`src/rtl/mdr_mem_ctrl.sv`:
```
// -----------------------------------------------------------------------------
// mdr_mem_ctrl
//
// Sequences one memory read or write on behalf of the control unit and drives
// the MDR load and transfer controls that go with it.
//
// Read sequence:  IDLE -> RD_WAIT (mem_rd, wait for mem_ready) -> RD_XFER -> DONE
// Write sequence: IDLE -> WR_LOAD (MDR <- Z) -> WR_WAIT (mem_wr) -> DONE
// If mem_ready does not arrive in time, the access aborts through ERR.
//
// Parameters
//   TIMEOUT     wait-state cycles allowed before an access aborts (1..255)
//
// Ports
//   clk         rising-edge system clock
//   rst_n       asynchronous active-low reset
//   rd_req      read request (level, held until done)
//   wr_req      write request (level, held until done)
//   mar_addr    access address from MAR, sampled in IDLE
//   mem_ready   memory access-complete strobe
//   mem_addr    latched access address to memory
//   mem_rd      memory read strobe
//   mem_wr      memory write strobe
//   ld_mdr_mem  load MDR from the memory data bus
//   ld_mdr_z    load MDR from the Z bus
//   t_mdr_mem   drive MDR onto the memory data bus
//   t_mdr_x     drive MDR onto the X bus
//   busy        access in progress
//   done        one-cycle completion pulse (also on abort)
//   err         one-cycle timeout-abort pulse
// -----------------------------------------------------------------------------
module mdr_mem_ctrl #(
    parameter int unsigned TIMEOUT = 8
) (
    input  logic        clk,
    input  logic        rst_n,
    input  logic        rd_req,
    input  logic        wr_req,
    input  logic [15:0] mar_addr,
    input  logic        mem_ready,
    output logic [15:0] mem_addr,
    output logic        mem_rd,
    output logic        mem_wr,
    output logic        ld_mdr_mem,
    output logic        ld_mdr_z,
    output logic        t_mdr_mem,
    output logic        t_mdr_x,
    output logic        busy,
    output logic        done,
    output logic        err
);

    typedef enum logic [2:0] {
        S_IDLE    = 3'd0,
        S_RD_WAIT = 3'd1,
        S_RD_XFER = 3'd2,
        S_WR_LOAD = 3'd3,
        S_WR_WAIT = 3'd4,
        S_DONE    = 3'd5,
        S_ERR     = 3'd6
    } state_t;

    localparam logic [7:0] TIMEOUT_CNT = 8'(TIMEOUT);

    state_t      state_q, state_d;
    logic [7:0]  wait_cnt_q, wait_cnt_d;
    logic [15:0] mem_addr_q, mem_addr_d;

    // State register, wait counter and address latch
    always_ff @(posedge clk or negedge rst_n) begin
        if (!rst_n) begin
            state_q    <= S_IDLE;
            wait_cnt_q <= 8'd0;
            mem_addr_q <= 16'h0000;
        end else begin
            state_q    <= state_d;
            wait_cnt_q <= wait_cnt_d;
            mem_addr_q <= mem_addr_d;
        end
    end

    // Next-state logic
    always_comb begin
        state_d    = state_q;
        wait_cnt_d = wait_cnt_q;
        mem_addr_d = mem_addr_q;
        case (state_q)
            S_IDLE: begin
                // Read has priority when both requests arrive together
                if (rd_req) begin
                    mem_addr_d = mar_addr;
                    wait_cnt_d = 8'd0;
                    state_d    = S_RD_WAIT;
                end else if (wr_req) begin
                    mem_addr_d = mar_addr;
                    state_d    = S_WR_LOAD;
                end
            end
            S_RD_WAIT: begin
                // A ready strobe on the last allowed cycle still completes
                if (mem_ready) begin
                    state_d = S_RD_XFER;
                end else if (wait_cnt_q == TIMEOUT_CNT) begin
                    state_d = S_ERR;
                end else begin
                    wait_cnt_d = wait_cnt_q + 8'd1;
                end
            end
            S_RD_XFER: state_d = S_DONE;
            S_WR_LOAD: begin
                wait_cnt_d = 8'd0;
                state_d    = S_WR_WAIT;
            end
            S_WR_WAIT: begin
                if (mem_ready) begin
                    state_d = S_DONE;
                end else if (wait_cnt_q == TIMEOUT_CNT) begin
                    state_d = S_ERR;
                end else begin
                    wait_cnt_d = wait_cnt_q + 8'd1;
                end
            end
            S_DONE:  state_d = S_IDLE;
            S_ERR:   state_d = S_IDLE;
            default: state_d = S_IDLE;
        endcase
    end

    // Output decode: everything is Moore except ld_mdr_mem, which must
    // capture the data bus in the very cycle memory signals ready.
    always_comb begin
        mem_rd     = 1'b0;
        mem_wr     = 1'b0;
        ld_mdr_mem = 1'b0;
        ld_mdr_z   = 1'b0;
        t_mdr_mem  = 1'b0;
        t_mdr_x    = 1'b0;
        busy       = (state_q != S_IDLE);
        done       = 1'b0;
        err        = 1'b0;
        case (state_q)
            S_RD_WAIT: begin
                mem_rd     = 1'b1;
                ld_mdr_mem = mem_ready;
            end
            S_RD_XFER: t_mdr_x = 1'b1;
            S_WR_LOAD: ld_mdr_z = 1'b1;
            S_WR_WAIT: begin
                mem_wr    = 1'b1;
                t_mdr_mem = 1'b1;
            end
            S_DONE: done = 1'b1;
            S_ERR: begin
                done = 1'b1;
                err  = 1'b1;
            end
            default: ;
        endcase
    end

    assign mem_addr = mem_addr_q;

endmodule

```
`config.mk`:
```
export PLATFORM = sky130hd
export DESIGN_NAME = mdr_mem_ctrl
export DESIGN_NICKNAME = d
export VERILOG_FILES = /design/src/rtl/mdr_mem_ctrl.sv
export SDC_FILE = /design/constraint.sdc
export NUM_CORES = 1
export LEC_CHECK = 0
export CAP_MARGIN = 30
export CORE_UTILIZATION = 30
export CTS_CLUSTER_SIZE = 30
export DETAILED_ROUTE_END_ITERATION = 12
export SYNTH_ARGS = -nofsm -noshare
export SYNTH_HDL_FRONTEND = slang
export SYNTH_SLANG_ARGS = --single-unit
```
`constraint.sdc`:
```
create_clock -name clk -period 3.6 [get_ports clk]
set_input_delay 0.54 -clock clk [delete_from_list [all_inputs] [get_ports clk]]
set_output_delay 0.54 -clock clk [all_outputs]
set_load 0.005 [all_outputs]
```
## Word level (Yosys, flattened, before mapping)

Cells that the tools add are included.

| cells by class | value |
|---|---|
| add/sub/neg operators | 1 |
| eq/ne operators | 11 |
| multiplexer cells | 19 |
| reductions and logical operators | 8 |

Operators with widths:

| cell | number |
|---|---|
| 16-bit 2-to-1 mux | 2 |
| 8-bit 2-to-1 mux | 3 |
| 8-bit one-hot mux with 3 select lines | 1 |
| 3-bit 2-to-1 mux | 5 |
| 3-bit one-hot mux with 5 select lines | 1 |
| 3-bit equality test (second input constant) | 3 |
| 8-bit by 1-bit adder with 8-bit output (second input constant) | 1 |
| 8-bit by 4-bit equality test with 1-bit output (second input constant) | 1 |
| 1-bit 2-to-1 mux | 7 |
| 3-bit by 2-bit equality test with 1-bit output (second input constant) | 2 |
| 2-bit inequality test (second input constant) | 3 |
| 3-bit nonzero test | 2 |
| 4-bit AND reduction | 1 |
| 2-bit OR reduction | 2 |
| 3-bit by 1-bit equality test with 1-bit output (second input constant) | 1 |
| 3-bit logical NOT | 1 |
| 3-bit inequality test (second input constant) | 1 |
| 2-bit AND reduction | 1 |
| 2-bit nonzero test | 1 |

| storage, ports and cells | value |
|---|---|
| bits in registers | 27 |
| input bits | 21 |

## Logic depth before layout (Yosys ltp)

Gate-level depths: netlist of the first run.

| logic depth | value |
|---|---|
| depth in word-level cells | 4 |
| gate-level depth with buffers | 6 |
| gate-level depth less buffers | 6 |

## Least setup slack after synthesis of the first run

Ideal clock, no wire load.

| timing | value |
|---|---|
| kind | reg-to-reg |
| start point | register state_q[1] |
| end point | register mem_addr_q[10] (netlist: mem_addr[10]) |
| arrival | 1.600 ns |
| path slack | 1.875 ns |
| cell stages (with the launch flop) | 6 |
| buffers on the path | 2 |
| period minus slack after synthesis | 1.725 ns |
| path through | dfrtp_1 buf_2 or3_1 nor2_4 buf_6 mux2_2 |

| between the ends | value |
|---|---|
| longest elaborated chain between the ends | 2 |

Ends and longest elaborated chain:

| element | line | source |
|---|---|---|
| start: declaration | 65 | `state_t state_q, state_d;` |
| start signal: assignment | 76 | `state_q <= state_d;` |
| 3-bit logical NOT | 87 | `case (state_q)` |
| 2-bit AND reduction (no source line) | n/a |  |
| end signal: assignment | 78 | `mem_addr_q <= mem_addr_d;` |
| end: declaration | 67 | `logic [15:0] mem_addr_q, mem_addr_d;` |

No other way between the ends.
A chain may end at the register's enable or synchronous reset.

## Worst setup path in the final report of the first run

| timing | value |
|---|---|
| start point | input mem_ready |
| end point | output ld_mdr_mem |

| between the ends | value |
|---|---|
| longest elaborated chain between the ends | 1 |

Ends and longest elaborated chain:

| element | line | source |
|---|---|---|
| start: declaration | 40 | `input logic mem_ready,` |
| 1-bit 2-to-1 mux | 141 | `case (state_q)` |
| end: declaration | 44 | `output logic ld_mdr_mem,` |

No other way between the ends.

==> results of run 1 <==
==> cells in the mapped netlist, drive strengths merged, types with 2 or more instances <==
cell    count  share of area [%]
buf         5                2.9
mux2i       2                1.4
dfrtp      27                 49
o21ai       2               0.72
a21oi       5                1.8
nand3       5                1.8
ha          2                1.8
nor3        4                1.4
clkbuf      2               0.54
mux2       16                 13
or4         2                1.1
a21o        4                2.2
inv         5                1.3
o31a        2                1.3
or4b        3                2.2
nand2b      3                1.3
nor2       10                3.2
nand2       7                1.9
nor4b       2                1.3
or3         2               0.90
o31ai       2                1.1
==> per-layer routing <==
metal	routed length, um	up-vias
met2	1570	23
met4	58	0
met5	0	-
li1	-	548
met3	92	5
met1	1400	563
==> area by class of cell <==
| type | count | area [um^2] |
|---|---|---|
| flip-flops and latches | 27 | 676 |
| clock inverters | 1 | 8.76 |
| multi-input cells | 88 | 649 |
| well taps | 52 | 65.1 |
| inverters | 5 | 18.8 |
| repair buffers | 46 | 458 |
| fillers | 420 | 2500 |
| clock buffers | 3 | 41.3 |
==> worst min-delay path by stage <==
stage	end	cells after the start	slack (ns)
floorplan	mem_addr[0]	0	0.24
global placement	mem_addr[6]	1	0.49
detailed placement	mem_addr[13]	1	0.49
CTS	mem_addr[13]	1	0.52
global route	mem_addr[3]	1	0.54
finish	mem_addr[13]	1	0.51
==> power groups by stage <==
stage / Clock, uW / Sequential (uW) / Combinational, uW
finish: 186 / 556 / 735
global placement: 0 / 554 / 732
global route: 202 / 581 / 808
CTS: 189 / 557 / 750
detailed placement: 0 / 564 / 747
floorplan: 0 / 512 / 452
==> registers in the layout (all words and copies together), names as in the netlist <==
name        cells
state_q         3
mem_addr       16
wait_cnt_q      8
==> worst max-delay path: stages <==
cell	delay, ns
clkdlybuf4s50_1	0.54
inv_1	0.12
nor3_1	0.23
clkdlybuf4s50_1	0.54
==> kinds of logic (layout without fill, tap and decap cells) <==
kind of cell / Yosys count / after routing / synth area share [%]
flops: 27 / 27 / 48.6
compound gates: 22 / 22 / 11.2
mux: 18 / 18 / 14.4
xor+xnor: 1 / 1 / 0.630
buf+inv: 12 / 55 / 4.77
simple gates: 45 / 45 / 18.7
fa+ha+maj: 2 / 2 / 1.80
==> through the flow <==
step / utilization (%) / instance area [um^2] / hold slack, ns / setup slack (ns) / total power, uW
after detailed placement: 42.3 / 1870 / 0.495 / 1.11 / 1310
after global routing: 43.4 / 1920 / 0.543 / 0.968 / 1590
final: 43.4 / 1920 / 0.514 / 1.08 / 1480
after global placement: 42.3 / 1870 / 0.489 / 1.17 / 1290
after floorplan: - / 1390 / 0.244 / 1.88 / 964
after CTS: 43.4 / 1920 / 0.518 / 1.10 / 1500
==> results.sh, run 1 <==
export IMPL_dieWidth_um=70.1
export IMPL_syn_nets=150
export IMPL_synth_edff_count=0
export IMPL_postCtsHoldBufs=0
export IMPL_grt_overflow_total=0
export IMPL_via_count=1139
export IMPL_gp_congestion=0.794
export IMPL_reg2reg_slack_ns=1.60
export IMPL_cp_end_kind="output pin"
export IMPL_ys_warn_count=0
export IMPL_crit_type="input pin to output pin"
export IMPL_row_count=24
export IMPL_num_io_pins=46
export IMPL_syn_area_mm2=0.00139
export IMPL_grt_first_pass_wirelength_um=5260
export IMPL_hpwl_um=2390
export IMPL_busiest_layer="met2"
export IMPL_dieArea_mm2=0.00491
export IMPL_reg2reg_depth=3
export IMPL_nets=194
export IMPL_core_mm2=0.00441
export IMPL_tns_ns=0
export IMPL_synth_cells=127
export IMPL_cp_startpoint="mem_ready"
export IMPL_clockRootBuffer="clkbuf_8"
export IMPL_finalMaxSlewViolations=0
export IMPL_layout_drive_gt1_share_pct=14.1
export IMPL_htree_levels=1
export IMPL_cts_buffers=3
export IMPL_slew_headroom_pct=61.1
export IMPL_grt_max_degree=28
export IMPL_routedWlPerCell_um=14.1
export IMPL_ys_async_sr_fraction_pct=100
export IMPL_grt_antenna_before_repair=0
export IMPL_power_leakage_uw=0.000775
export IMPL_fmax_ghz=0.396
export IMPL_yosysUniqueCellTypes=40
export IMPL_cts_tree="built"
export IMPL_timing_rr_start="state_q[1]"
export IMPL_route_detailed_drc=0
export IMPL_period_share_pct=70.1
export IMPL_viasPerCell=5.13
export IMPL_hp_start="mem_addr[13]"
export IMPL_power_switching_uw=512
export IMPL_syn_to_final_growth_pct=37.8
export IMPL_p_int_uw=965
export IMPL_grt_pass1_vias=1074
export IMPL_worstSetupStartpointType="input pin"
export IMPL_ant_nets=0
export IMPL_setup_viol=0
export IMPL_n_antenna_cell=0
export IMPL_r2r_end="mem_addr[6]"
export IMPL_worst_slew_pin_slew_ns=0.575
export IMPL_clkPwrFrac_pct=12.6
export IMPL_finalClockSkew_ns=0.00127
export IMPL_critPathMaxFanout=5
export IMPL_postCtsSetupRepairBufs=0
export IMPL_port_buffer_count=45
export IMPL_drv_cap=0
export IMPL_die_h_um=70.1
export IMPL_outcome="finished clean"
export IMPL_drt_initial_drc_count=43
export IMPL_path_clk_slew_ns=0.10
export IMPL_clk_latency_ns=0.28
export IMPL_initial_core_util_pct=31.5
export IMPL_mostFrequentLayoutCell="clkdlybuf4s50_1"
export IMPL_dp_cells=218
export IMPL_final_hold_viol_count=0
export IMPL_p_comb_share_pct=49.8
export IMPL_avgSynthCellArea_um2=11.0
export IMPL_crit_required_ns=3.06
export IMPL_cp_endpoint="ld_mdr_mem"
export IMPL_powerDensity_mw_per_mm2=770
export IMPL_cts_sinks=27
export IMPL_fin_crit_ns=2.52
export IMPL_hold_class="register to register"
export IMPL_ctsResizeCount=0
export IMPL_sw_frac_of_total_pct=34.7
export IMPL_grtUsageMet1_pct=17.6
export IMPL_final_cell_mix="clkdlybuf4s50_1, dfrtp_1, mux2_2"
export IMPL_yosysSeqAreaShare_pct=48.6
export IMPL_first_pass_iters=4
export IMPL_grt_total_usage_pct=13.5
export IMPL_yosys_most_used_dff="dfrtp_1"
export IMPL_wirelength_um=3120
export IMPL_rsz0062_at_grt="no"
export IMPL_power_frac_seq_pct=37.6
export IMPL_clock_path_buffers=2
export IMPL_ir_drop_v=0.000347
export IMPL_worstPathArrival_ns=1.98
export IMPL_grt_use_met2_pct=22.2
export IMPL_ys_seq_elements=27
export IMPL_grt_util_met3_pct=1.88
export IMPL_stdcell_count=222
Power figures use the tool's default switching activity.
==> run 2: changes to the inputs <==
- clock period: 3.6 -> 2.4 ns (I/O delays scaled with it)
==> run 2 against run 1 <==
Non-clock buffer count increased by 1. Cell area increased by 0.39%. Flip-flop and latch count unchanged. Clock power is 44% higher. Via count shrank 2.7%. Combinational power is 55% higher. Global-route usage shrank 0.38 points. Routed wire length is 0.45% lower. Power rose by 50%. Critical endpoint is now mem_rd.
==> results.sh, run 2 (same netlist as run 1, synthesis figures left out) <==
export IMPL_outcome="finished clean"
export IMPL_ant_nets=0
export IMPL_final_hold_viol_count=0
export IMPL_viasPerCell=4.97
export IMPL_dieArea_mm2=0.00491
export IMPL_route_detailed_drc=0
export IMPL_dp_cells=219
export IMPL_clock_path_buffers=2
export IMPL_finalMaxSlewViolations=0
export IMPL_fin_crit_ns=2.23
export IMPL_cp_end_kind="output pin"
export IMPL_first_pass_iters=4
export IMPL_die_h_um=70.1
export IMPL_n_antenna_cell=0
export IMPL_routedWlPerCell_um=13.9
export IMPL_layout_drive_gt1_share_pct=14.6
export IMPL_final_cell_mix="clkdlybuf4s50_1, dfrtp_1, mux2_2"
export IMPL_ctsResizeCount=0
export IMPL_postCtsHoldBufs=0
export IMPL_clk_latency_ns=0.27
export IMPL_cts_buffers=3
export IMPL_wirelength_um=3110
export IMPL_slew_headroom_pct=64.8
export IMPL_r2r_end="mem_addr[7]"
export IMPL_period_share_pct=92.9
export IMPL_drv_cap=0
export IMPL_timing_rr_start="state_q[0]"
export IMPL_nets=195
export IMPL_cp_startpoint="state_q[2]"
export IMPL_rsz0062_at_grt="no"
export IMPL_largest_register_ffs=16
export IMPL_design_area_mm2=0.00192
export IMPL_grt_first_pass_wirelength_um=5220
export IMPL_num_io_pins=46
export IMPL_grt_pass1_vias=1053
export IMPL_fillCellCount=408
export IMPL_post_dp_cell_area_mm2=0.00187
export IMPL_power_leakage_uw=0.000780
export IMPL_tns_ns=0
export IMPL_fmax_ghz=0.449
export IMPL_finalClockSkew_ns=0.00991
export IMPL_reg2reg_depth=3
export IMPL_postCtsSetupRepairBufs=0
export IMPL_setup_viol=0
export IMPL_initial_core_util_pct=31.5
export IMPL_whs_ns=0.441
export IMPL_dieWidth_um=70.1
export IMPL_cts_sinks=27
export IMPL_syn_to_final_growth_pct=38.3
export IMPL_via_count=1108
export IMPL_grt_antenna_before_repair=0
export IMPL_reg2reg_slack_ns=0.46
export IMPL_grt_max_degree=28
export IMPL_worst_slew_pin_slew_ns=0.522
export IMPL_path_clk_slew_ns=0.10
export IMPL_cts_tree="built"
export IMPL_drt_initial_drc_count=54
export IMPL_clockRootBuffer="clkbuf_8"
export IMPL_gp_congestion=0.839
export IMPL_hold_class="input pin to asynchronous set/reset pin"
export IMPL_grt_total_usage_pct=13.1
export IMPL_mostFrequentLayoutCell="clkdlybuf4s50_1"
export IMPL_hpwl_um=2400
export IMPL_htree_levels=1
export IMPL_row_count=24
export IMPL_core_mm2=0.00441
export IMPL_crit_type="register to output pin"
export IMPL_grt_overflow_total=0
export IMPL_port_buffer_count=45
export IMPL_ir_drop_v=0.000479
export IMPL_crit_required_ns=2.04
export IMPL_worstSetupStartpointType="register"
export IMPL_worstPathArrival_ns=1.87
export IMPL_powerDensity_mw_per_mm2=1150
export IMPL_fin_total_pwr_uw=2220
export IMPL_stdcell_count=223
export IMPL_critPathMaxFanout=13
## run 2: changes by cell type in the layout (fill, tap and decap cells not counted), sizes merged
cell / delta
buf: +1
## run 2: where the power goes
| group | switching [uW] | internal (uW) |
|---|---|---|
| Combinational | 443 | 692 |
| Clock | 147 | 122 |
| Sequential | 171 | 643 |
## run 2: area by class of cell
type	instances	area [um^2]	share of cell area, %
sequential	27	676	35.1
multi-input combinational	88	649	33.7
timing repair buffer	47	465	24.2
tap	52	65.1	3.38
clock buffer	3	41.3	2.15
inverter	5	18.8	0.975
clock inverter	1	8.76	0.455
## run 2: layer usage
layer | GRT usage (%) | up-vias | part of all wire, %
met5 | 0 | - | 0
met4 | 3.33 | 0 | 0.87
met3 | 1.73 | 2 | 2.8
met2 | 22.6 | 24 | 50
met1 | 17.3 | 531 | 46
li1 | - | 551 | -
## run 2: how the worst max path moves through the flow
stage,end,cells past startpoint,slack (ns)
final,mem_rd,3,0.17
after global routing,mem_rd,3,0.08
after detailed placement,ld_mdr_mem,4,0.30
after global placement,ld_mdr_mem,4,0.33
after floorplan,mem_addr[10],5,0.68
after CTS,mem_rd,3,0.18
## run 2: stage by stage
step | util, % | setup slack, ns
after global placement | 42.5 | 0.332
after global routing | 43.6 | 0.0764
after CTS | 43.6 | 0.177
after floorplan | - | 0.675
after detailed placement | 42.5 | 0.301
final | 43.6 | 0.171
## run 2: worst max-delay path, cell delays in order (launching register included)
cell and delay (ns):
dfrtp_1 0.52, nand2b_1 0.33, nor2_1 0.21, clkdlybuf4s50_1 0.53
==> run 3: changes to the inputs <==
- REMOVE_ABC_BUFFERS: default -> 1
- clock period: 2.4 -> 2.6 ns (I/O delays scaled with it)
==> run 3 against run 2 <==
Combinational power fell by 11%. Flip-flop and latch count did not move. Sequential power fell by 4.7%. Core utilization fell by 0.20 points. Via count rose by 3.6%. Global-route usage rose by 0.32 points. Routed wire length fell by 0.48%. First-iteration DRC count rose by 15%. Power fell by 8.6%. Die area did not move. Critical path type unchanged.
==> results.sh, run 3 (same netlist as run 1, synthesis figures left out) <==
export IMPL_fin_crit_ns=2.25
export IMPL_r2r_end="wait_cnt_q[4]"
export IMPL_hpwl_um=2350
export IMPL_powerDensity_mw_per_mm2=1060
export IMPL_tns_ns=0
export IMPL_ctsResizeCount=0
export IMPL_slowest_delay_ns=0.53
export IMPL_outcome="finished clean"
export IMPL_n_antenna_cell=0
export IMPL_finalMaxSlewViolations=0
export IMPL_drv_cap=0
export IMPL_wirelength_um=3090
export IMPL_ant_nets=0
export IMPL_die_h_um=70.1
export IMPL_hold_class="input pin to asynchronous set/reset pin"
export IMPL_worstPathArrival_ns=1.86
export IMPL_p_int_uw=1330
export IMPL_routedWlPerCell_um=13.9
export IMPL_timing_rr_start="wait_cnt_q[0]"
export IMPL_final_cell_mix="clkdlybuf4s50_1, dfrtp_1, mux2_2"
export IMPL_first_pass_iters=4
export IMPL_mostFrequentLayoutCell="clkdlybuf4s50_1"
export IMPL_whs_ns=0.474
export IMPL_htree_levels=1
export IMPL_cp_cell_sequence="nand2b_1 -> nor2_1 -> clkdlybuf4s50_1"
export IMPL_grt_antenna_before_repair=0
export IMPL_finalClockSkew_ns=0.00435
export IMPL_drt_initial_drc_count=62
export IMPL_cts_tree="built"
export IMPL_crit_buf_inv=1
export IMPL_sw_frac_of_total_pct=34.3
export IMPL_power_switching_uw=696
export IMPL_path_clk_slew_ns=0.09
export IMPL_crit_type="register to output pin"
export IMPL_postCtsHoldBufs=0
export IMPL_ir_drop_v=0.000414
export IMPL_core_mm2=0.00441
export IMPL_nets=194
export IMPL_route_detailed_drc=0
export IMPL_final_hold_viol_count=0
export IMPL_p_comb_share_pct=50.0
export IMPL_port_buffer_count=45
export IMPL_clk_latency_ns=0.27
export IMPL_via_count=1148
export IMPL_largest_register_ffs=16
export IMPL_cts_buffers=3
export IMPL_reg2reg_depth=6
export IMPL_cp_top_family="simple AND/OR/NAND/NOR gates"
export IMPL_dieArea_mm2=0.00491
export IMPL_row_count=24
export IMPL_post_dp_cell_area_mm2=0.00187
export IMPL_grt_overflow_total=0
export IMPL_rsz0062_at_grt="no"
export IMPL_syn_to_final_growth_pct=37.7
export IMPL_grt_pass1_vias=1155
export IMPL_dieWidth_um=70.1
export IMPL_worstSetupStartpointType="register"
export IMPL_worst_slew_pin_slew_ns=0.598
export IMPL_layout_drive_gt1_share_pct=14.1
export IMPL_gp_congestion=0.819
export IMPL_grt_first_pass_wirelength_um=5380
export IMPL_cp_endpoint="mem_rd"
export IMPL_postCtsSetupRepairBufs=0
export IMPL_num_io_pins=46
export IMPL_critPathSlowestCell="clkdlybuf4s50_1"
export IMPL_crit_required_ns=2.21
export IMPL_power_leakage_uw=0.000771
export IMPL_fmax_ghz=0.445
export IMPL_cp_startpoint="state_q[2]"
export IMPL_clkPwrFrac_pct=11.8
export IMPL_cp_depth=3
export IMPL_grt_total_usage_pct=13.4
export IMPL_cts_sinks=27
export IMPL_setup_viol=0
export IMPL_slew_headroom_pct=59.6
export IMPL_clockRootBuffer="clkbuf_8"
export IMPL_cp_end_kind="output pin"
export IMPL_design_area_mm2=0.00192
export IMPL_viasPerCell=5.17
export IMPL_clock_path_buffers=2
export IMPL_power_frac_seq_pct=38.3
export IMPL_reg2reg_slack_ns=0.58
export IMPL_critPathMaxFanout=13
export IMPL_grt_max_degree=28
export IMPL_initial_core_util_pct=31.5
export IMPL_period_share_pct=86.4
run 3: changes by cell type in the layout (fill, tap and decap cells not counted), sizes merged:
cell,delta
buf,-1
inv,-1
clkinvlp,+1
run 3: stage by stage:
stage / utilization, % / cells / setup WS [ns] / total power, uW
2_1_floorplan: - / 120 / 0.811 / 1270
3_3_place_gp: 42.3 / 218 / 0.481 / 1780
3_5_place_dp: 42.3 / 218 / 0.473 / 1810
4_1_cts: 43.4 / 222 / 0.358 / 2060
5_1_grt: 43.4 / 222 / 0.207 / 2190
6_report: 43.4 / 222 / 0.353 / 2030
run 3: how the worst min path moves through the flow:
stage                     start           to  slack [ns]
global placement    mem_addr[7]  mem_addr[7]        0.49
floorplan                 rst_n  mem_addr[0]        0.09
global route              rst_n  mem_addr[7]        0.51
finish                    rst_n  mem_addr[6]        0.47
detailed placement  mem_addr[1]  mem_addr[1]        0.50
CTS                       rst_n  mem_addr[6]        0.48
run 3: power by group through the flow:
stage	combinational (uW)	sequential, uW	clock, uW
6_report	1010	776	239
5_1_grt	1110	813	265
4_1_cts	1030	776	252
3_5_place_dp	1020	784	0
3_3_place_gp	1010	770	0
2_1_floorplan	517	755	0
run 3: area by class of cell:
class / count / area, um^2
Clock inverter: 1 / 7.51
Sequential cell: 27 / 676
Multi-Input combinational cell: 88 / 649
Clock buffer: 3 / 41.3
Timing Repair Buffer: 46 / 458
Inverter: 5 / 18.8
Tap cell: 52 / 65.1
Fill cell: 415 / 2500
run 3: layer usage:
| layer | share of wire [%] | up-vias | routed length [um] | track usage [%] |
|---|---|---|---|---|
| li1 | - | 547 | - | - |
| met1 | 46 | 577 | 1430 | 17.3 |
| met2 | 50 | 22 | 1550 | 23.2 |
| met3 | 2.9 | 2 | 89 | 1.59 |
| met4 | 0.74 | 0 | 23 | 4.67 |
| met5 | 0 | - | 0 | 0 |
